**src/rtl/spi_frame_collector_pkg.sv**
```systemverilog
// Shared constants, types and helpers for the multi-channel SPI frame collector.
package spi_frame_collector_pkg;

  localparam int C_SYNC_STAGES      = 2;
  localparam int C_FRAMES_CNT_WIDTH = 8;

  typedef struct packed {
    logic overflow;
    logic len_err;
  } t_ch_status;

  // Ceiling log2, never below 1 so it can size a counter or pointer directly.
  function automatic int clog2(input int value);
    int r;
    r = 0;
    while ((1 << r) < value) r++;
    if (r < 1) r = 1;
    return r;
  endfunction

endpackage

```
**src/rtl/spi_frame_collector_ch.sv**
```systemverilog
// One SPI monitor channel: input synchronisers, deserialiser, LOAD-window
// counters, sticky status and a show-ahead frame FIFO.
module spi_frame_collector_ch
  import spi_frame_collector_pkg::*;
#(
  parameter int G_FRAME_WIDTH = 16,
  parameter int G_FIFO_DEPTH  = 8,
  parameter int G_CPOL        = 0,
  parameter int G_CPHA        = 0,
  parameter int G_MSB_FIRST   = 1
) (
  input  logic                          clk,
  input  logic                          rst_n,
  input  logic                          i_spi_sclk,
  input  logic                          i_spi_mosi,
  input  logic                          i_spi_load,
  input  logic                          i_pop,
  input  logic                          i_clr_status,
  output logic                          o_frame_received,
  output logic                          o_load_received,
  output logic [G_FRAME_WIDTH-1:0]      o_last_data,
  output logic [C_FRAMES_CNT_WIDTH-1:0] o_frames_in_load,
  output logic                          o_fifo_valid,
  output logic [G_FRAME_WIDTH-1:0]      o_fifo_data,
  output logic                          o_overflow,
  output logic                          o_len_err
);

  localparam int   CNT_W       = clog2(G_FRAME_WIDTH);
  localparam int   AW          = clog2(G_FIFO_DEPTH);
  localparam logic CPOL_L      = (G_CPOL != 0);
  localparam logic SAMPLE_RISE = (G_CPOL == G_CPHA);

  logic [C_SYNC_STAGES-1:0] sclk_sync, mosi_sync, load_sync;
  logic sclk_prev, load_prev;
  logic sclk_s, mosi_s, load_s;
  logic sample_edge, load_fall, load_rise, shift_en, frame_done, len_err_set;

  logic [G_FRAME_WIDTH-1:0]      shift_reg, shift_nxt;
  logic [CNT_W-1:0]              bit_cnt;
  logic [C_FRAMES_CNT_WIDTH-1:0] frame_cnt, frame_cnt_inc;

  logic                     push_q;
  logic [G_FRAME_WIDTH-1:0] push_data_q;
  logic [G_FRAME_WIDTH-1:0] mem [G_FIFO_DEPTH];
  logic [AW-1:0]            wr_ptr, rd_ptr;
  logic [AW:0]              count;
  logic                     full, pop_ok, push_ok, ovf_set;
  t_ch_status               status_q;

  always_ff @(posedge clk or negedge rst_n) begin
    if (!rst_n) begin
      sclk_sync <= {C_SYNC_STAGES{CPOL_L}};
      mosi_sync <= '0;
      load_sync <= '1;
      sclk_prev <= CPOL_L;
      load_prev <= 1'b1;
    end else begin
      sclk_sync <= {sclk_sync[C_SYNC_STAGES-2:0], i_spi_sclk};
      mosi_sync <= {mosi_sync[C_SYNC_STAGES-2:0], i_spi_mosi};
      load_sync <= {load_sync[C_SYNC_STAGES-2:0], i_spi_load};
      sclk_prev <= sclk_sync[C_SYNC_STAGES-1];
      load_prev <= load_sync[C_SYNC_STAGES-1];
    end
  end

  always_comb begin
    sclk_s      = sclk_sync[C_SYNC_STAGES-1];
    mosi_s      = mosi_sync[C_SYNC_STAGES-1];
    load_s      = load_sync[C_SYNC_STAGES-1];
    sample_edge = SAMPLE_RISE ? (sclk_s & ~sclk_prev) : (~sclk_s & sclk_prev);
    load_fall   = load_prev & ~load_s;
    load_rise   = ~load_prev & load_s;
    // A window opening on the same cycle as a sample edge restarts the frame.
    shift_en    = sample_edge & ~load_s & ~load_fall;
    frame_done  = shift_en && (bit_cnt == CNT_W'(G_FRAME_WIDTH - 1));
    len_err_set = load_rise && (bit_cnt != '0);
    shift_nxt   = (G_MSB_FIRST != 0) ? {shift_reg[G_FRAME_WIDTH-2:0], mosi_s}
                                     : {mosi_s, shift_reg[G_FRAME_WIDTH-1:1]};
    frame_cnt_inc = (frame_cnt == '1) ? frame_cnt : frame_cnt + 1'b1;
  end

  always_ff @(posedge clk or negedge rst_n) begin
    if (!rst_n) begin
      shift_reg        <= '0;
      bit_cnt          <= '0;
      frame_cnt        <= '0;
      o_last_data      <= '0;
      o_frames_in_load <= '0;
      o_frame_received <= 1'b0;
      o_load_received  <= 1'b0;
      push_q           <= 1'b0;
      push_data_q      <= '0;
    end else begin
      o_frame_received <= frame_done;
      o_load_received  <= load_rise;
      push_q           <= frame_done;
      if (frame_done) push_data_q <= shift_nxt;
      if (load_fall) begin
        bit_cnt   <= '0;
        frame_cnt <= '0;
      end else if (load_rise) begin
        bit_cnt          <= '0;
        o_frames_in_load <= frame_done ? frame_cnt_inc : frame_cnt;
      end else if (shift_en) begin
        shift_reg <= shift_nxt;
        bit_cnt   <= frame_done ? '0 : bit_cnt + 1'b1;
        if (frame_done) begin
          o_last_data <= shift_nxt;
          frame_cnt   <= frame_cnt_inc;
        end
      end
    end
  end

  // Pop handshake: a pop is accepted only when i_pop && o_fifo_valid; a pop
  // on an empty FIFO is a no-op. A push into a full FIFO succeeds only if a
  // pop is accepted in the same cycle, otherwise the frame is dropped.
  always_comb begin
    full    = (count == (AW+1)'(G_FIFO_DEPTH));
    pop_ok  = i_pop && (count != '0);
    push_ok = push_q && (!full || pop_ok);
    ovf_set = push_q && full && !pop_ok;
  end

  always_ff @(posedge clk) begin
    if (push_ok) mem[wr_ptr] <= push_data_q;
  end

  always_ff @(posedge clk or negedge rst_n) begin
    if (!rst_n) begin
      wr_ptr   <= '0;
      rd_ptr   <= '0;
      count    <= '0;
      status_q <= '0;
    end else begin
      if (push_ok) wr_ptr <= wr_ptr + 1'b1;
      if (pop_ok)  rd_ptr <= rd_ptr + 1'b1;
      case ({push_ok, pop_ok})
        2'b10:   count <= count + 1'b1;
        2'b01:   count <= count - 1'b1;
        default: count <= count;
      endcase
      status_q.overflow <= ovf_set | (status_q.overflow & ~i_clr_status);
      status_q.len_err  <= len_err_set | (status_q.len_err & ~i_clr_status);
    end
  end

  assign o_fifo_valid = (count != '0);
  assign o_fifo_data  = o_fifo_valid ? mem[rd_ptr] : '0;
  assign o_overflow   = status_q.overflow;
  assign o_len_err    = status_q.len_err;

endmodule

```
**src/rtl/spi_frame_collector.sv**
```systemverilog
// Multi-channel SPI frame collector: independent channel instances with
// their per-channel outputs flattened onto wide buses.
module spi_frame_collector
  import spi_frame_collector_pkg::*;
#(
  parameter int G_NB_CH       = 1,
  parameter int G_FRAME_WIDTH = 16,
  parameter int G_FIFO_DEPTH  = 8,
  parameter int G_CPOL        = 0,
  parameter int G_CPHA        = 0,
  parameter int G_MSB_FIRST   = 1
) (
  input  logic                                  clk,
  input  logic                                  rst_n,
  input  logic [G_NB_CH-1:0]                    i_spi_sclk,
  input  logic [G_NB_CH-1:0]                    i_spi_mosi,
  input  logic [G_NB_CH-1:0]                    i_spi_load,
  input  logic [G_NB_CH-1:0]                    i_pop,
  input  logic [G_NB_CH-1:0]                    i_clr_status,
  output logic [G_NB_CH-1:0]                    o_frame_received,
  output logic [G_NB_CH-1:0]                    o_load_received,
  output logic [G_NB_CH*G_FRAME_WIDTH-1:0]      o_last_data,
  output logic [G_NB_CH*C_FRAMES_CNT_WIDTH-1:0] o_frames_in_load,
  output logic [G_NB_CH-1:0]                    o_fifo_valid,
  output logic [G_NB_CH*G_FRAME_WIDTH-1:0]      o_fifo_data,
  output logic [G_NB_CH-1:0]                    o_overflow,
  output logic [G_NB_CH-1:0]                    o_len_err
);

  for (genvar c = 0; c < G_NB_CH; c++) begin : g_ch
    spi_frame_collector_ch #(
      .G_FRAME_WIDTH (G_FRAME_WIDTH),
      .G_FIFO_DEPTH  (G_FIFO_DEPTH),
      .G_CPOL        (G_CPOL),
      .G_CPHA        (G_CPHA),
      .G_MSB_FIRST   (G_MSB_FIRST)
    ) u_ch (
      .clk              (clk),
      .rst_n            (rst_n),
      .i_spi_sclk       (i_spi_sclk[c]),
      .i_spi_mosi       (i_spi_mosi[c]),
      .i_spi_load       (i_spi_load[c]),
      .i_pop            (i_pop[c]),
      .i_clr_status     (i_clr_status[c]),
      .o_frame_received (o_frame_received[c]),
      .o_load_received  (o_load_received[c]),
      .o_last_data      (o_last_data[c*G_FRAME_WIDTH +: G_FRAME_WIDTH]),
      .o_frames_in_load (o_frames_in_load[c*C_FRAMES_CNT_WIDTH +: C_FRAMES_CNT_WIDTH]),
      .o_fifo_valid     (o_fifo_valid[c]),
      .o_fifo_data      (o_fifo_data[c*G_FRAME_WIDTH +: G_FRAME_WIDTH]),
      .o_overflow       (o_overflow[c]),
      .o_len_err        (o_len_err[c])
    );
  end

endmodule

```
**config.mk**
```make
export PLATFORM = sky130hd
export DESIGN_NAME = spi_frame_collector
export DESIGN_NICKNAME = d
export VERILOG_FILES = /design/src/rtl/spi_frame_collector_pkg.sv /design/src/rtl/spi_frame_collector_ch.sv /design/src/rtl/spi_frame_collector.sv
export SDC_FILE = /design/constraint.sdc
export NUM_CORES = 1
export LEC_CHECK = 0
export BUFFER_PORTS_ARGS = -buffer_cell sky130_fd_sc_hd__buf_4
export CORE_UTILIZATION = 45
export CTS_CLUSTER_DIAMETER = 150
export DETAILED_ROUTE_END_ITERATION = 8
export GPL_TIMING_DRIVEN = 0
export PLACE_DENSITY = 0.72
export SYNTH_ARGS = -nofsm -noshare
export SYNTH_HDL_FRONTEND = slang
export SYNTH_SLANG_ARGS = --single-unit
```
**constraint.sdc**
```tcl
create_clock -name clk -period 5.6 [get_ports clk]
set_input_delay 1.12 -clock clk [delete_from_list [all_inputs] [get_ports clk]]
set_output_delay 1.12 -clock clk [all_outputs]
set_load 0.005 [all_outputs]
```
==> flow_summary.toml <==
[yosys]
synth_cells = 552
synth_nets = 569
synth_top_area_cell = "edfxtp_1"
synth.avg_cell_area_sq_um = 15.9
synth.distinct_cells = 51
synth_edf_count = 128
synth_top_area_share_pct = 43.9
async_flop_share_pct = 41.0
synth_flop_cell = "edfxtp_1"
ys_ff_latch = 217
ys_seq_area_share_pct = 69.4
netlist_area_sq_mm = 0.00875
synth.area.top_cells = "edfxtp_1 (44%), dfrtp_1 (25%), mux4_2 (8.2%)"
yosysWarnings = 0

[floorplan]
start_util_pct = 46.3
num_rows = 50
core_sq_mm = 0.0189
dieHeight_um = 141
ios = 52
die_width_um = 141
die_area_sq_mm = 0.0200

[run]
maxCapViolations = 0

[setup_path]
r2r_start = "g_ch[0].u_ch.count[2]"
critPathCapture = "o_fifo_data[2]"
max_stage_delay_ns = 0.66
critPathRequiredTime_ns = 4.48
critical_path.slowest_cell = "clkbuf_1"
crit_start = "g_ch[0].u_ch.rd_ptr[1]"
worst_r2r_endpoint = "g_ch[0].u_ch.count[2]"
cp_common_cell = "clkbuf_1"
r2r_slack_ns = 2.77
crit_fanout = 10
worst-setup-path-type = "flip-flop to output pin"
critPathArrivalTime_ns = 2.72
cp_cell_sequence = "clkbuf_1 > clkbuf_1 > mux4_2 > mux2i_1 > nor2_1 > buf_4"
endpoint_kind = "output pin"
critPathLaunchType = "flip-flop"
r2r.worst_path.cells = 12

[final_layout]
final_cells = 911
layout_commonest_cell = "edfxtp_1"
antennaDiodeCount = 0
largest_reg_flops = 128
layout-area-overhead-vs-synth_pct = 17.1
nNetsFinal = 652
stdcell_area_sq_mm = 0.0103
largest_register = "g_ch.u_ch.mem"
final_cell_mix = "edfxtp_1 (128), dfrtp_1 (86), nand2_1 (61)"
largest_registers = "g_ch.u_ch.mem (128), g_ch.u_ch.o_last_data (16), g_ch.u_ch.push_data_q (16)"
drive_above_1_share_pct = 28.1

[power_and_ir_drop]
pwr-share-comb_pct = 2.0
power.leakage_nw = 4.05
netSwitchingFraction_pct = 20.2
p_switching_w = 0.000635
power_per_cell_area_mw_per_mm2 = 307
ir_drop_mv = 0.197
p_int_w = 0.00251
power_frac_clock_pct = 43.2
p_seq_share_pct = 54.8

[worst_hold_path]
hp-class = "flip-flop to flip-flop"

[clock_tree]
post_cts_resized = 0
cts_setup_buffers = 0
cts_num_sinks = 217
numCtsBuffers = 22
cts_tree = "yes"
clockBufferDepth = 3
holdBufCountCts = 0
clock_latency_ns = 0.51
cts_max_level = 1
clk_pin_slew_worst_paths_ns = 0.06
clock-root-buffer = "clkbuf_16"

[global_route]
first_global_vias = 4973
overflow = 0
grt_usage_pct = 18.1
grt_util_met2_pct = 31.3
grt_pass1_wl_um = 27700
grt_util_met1_pct = 23.6
top_usage_layer = "met2"
antenna_found_initial = 0
grt_max_degree = 90
use_met3_pct = 3.21

[place]
place.gp.congestion = 0.876
dpl_cell_area_sq_mm = 0.00958
place.port_buffers = 51
placed_cells = 871
dp_hpwl_um = 11200

[timing]
tns_ns = 0
min_period_over_period_pct = 68.6
maxSlewViolCount = 0
slew_headroom_pct = 27.1
worst_pin_slew_ns = 1.09
hold_violations = 0
clock_skew_ns = 0.0211
rsz0062_at_grt = "false"
setup_violations = 0
fmax_ghz = 0.260
period_needed_ns = 3.84

[detailed_routing]
dr.pass1.iters = 5
drtIter0Drc = 462
final_antenna_net_count = 0
vias = 4897
wl_um = 17300
viasPerCell = 5.38
drc = 0
wl_per_cell_um = 19.0

[outcome]
status = "finished, final reports clean"
## final cells by class
| type | count | area [sq um] |
|---|---|---|
| buffer | 25 | 116 |
| clock buffer | 32 | 623 |
| clock inverter | 8 | 50.0 |
| fill | 1541 | 8640 |
| inverter | 16 | 60.1 |
| multi-input combinational | 294 | 2530 |
| sequential | 217 | 6070 |
| tap | 260 | 325 |
| timing repair buffer | 59 | 477 |
## critical path, delay by kind of cell, from the launching register on
kind | cells | cell delay [ns]
muxes | 2 | 0.74
buffers and inverters | 3 | 1.05
DFF | 1 | 0.34
and+or+nand+nor | 1 | 0.07
## worst min-delay path by stage
stage                              start                         to  cells after the start
2_1_floorplan  g_ch[0].u_ch.mosi_sync[0]  g_ch[0].u_ch.mosi_sync[1]                      0
3_3_place_gp   g_ch[0].u_ch.mosi_sync[0]  g_ch[0].u_ch.mosi_sync[1]                      0
3_5_place_dp   g_ch[0].u_ch.sclk_sync[0]  g_ch[0].u_ch.sclk_sync[1]                      0
4_1_cts        g_ch[0].u_ch.sclk_sync[0]  g_ch[0].u_ch.sclk_sync[1]                      0
5_1_grt        g_ch[0].u_ch.load_sync[0]  g_ch[0].u_ch.load_sync[1]                      0
6_report       g_ch[0].u_ch.mosi_sync[0]  g_ch[0].u_ch.mosi_sync[1]                      0
## cell families (layout without fill, tap and decap cells)
| family | count (synthesis) | after routing | synth area share, % |
|---|---|---|---|
| flops | 217 | 217 | 69.4 |
| fa+ha+maj | 10 | 10 | 1.43 |
| simple gates | 147 | 147 | 7.88 |
| buf+inv | 41 | 140 | 2.02 |
| xor+xnor | 13 | 13 | 1.30 |
| mux | 84 | 84 | 15.1 |
| compound gates | 40 | 40 | 2.87 |
## metal layers
layer  vias up  routed length, um  share of wire, %
met1      2500               7310                42
met2       166               8730                50
met4         0                234               1.4
met5         -                  0                 0
li1       2214                  -                 -
met3        17               1060               6.1
## power by group through the flow
stage,clock network [W],registers [W],logic (W)
after floorplan,0,0.00175,0.0000307
after global placement,0,0.00175,0.0000623
after detailed placement,0,0.00175,0.0000647
after CTS,0.00138,0.00172,0.0000653
after global routing,0.00144,0.00173,0.0000722
final,0.00136,0.00172,0.0000633
## through the flow
stage | total power, W | hold WS, ns | worst slack [ns] | util, %
floorplan | 0.00178 | 0.331 | 2.36 | -
global placement | 0.00182 | 0.332 | 1.23 | 50.1
detailed placement | 0.00182 | 0.345 | 2.29 | 50.7
CTS | 0.00317 | 0.359 | 1.74 | 54.3
global route | 0.00324 | 0.363 | 1.59 | 54.3
finish | 0.00314 | 0.354 | 1.76 | 54.3
## Yosys cell counts (all sizes together), types with 3 or more instances
cell and count:
and3 4, nand2 61, xnor2 5, mux2i 18
dfstp 3, o21ai 9, or3 6, nor2 41
nand3 7, edfxtp 128, dfrtp 86, nor2b 5
ha 10, a31oi 4, a21oi 14, mux4 32
clkbuf 15, xor2 8, nand2b 5, buf 10
inv 16, nor3 5, mux2 34, nand4 4
No activity file was read; power rests on OpenSTA's default activity.
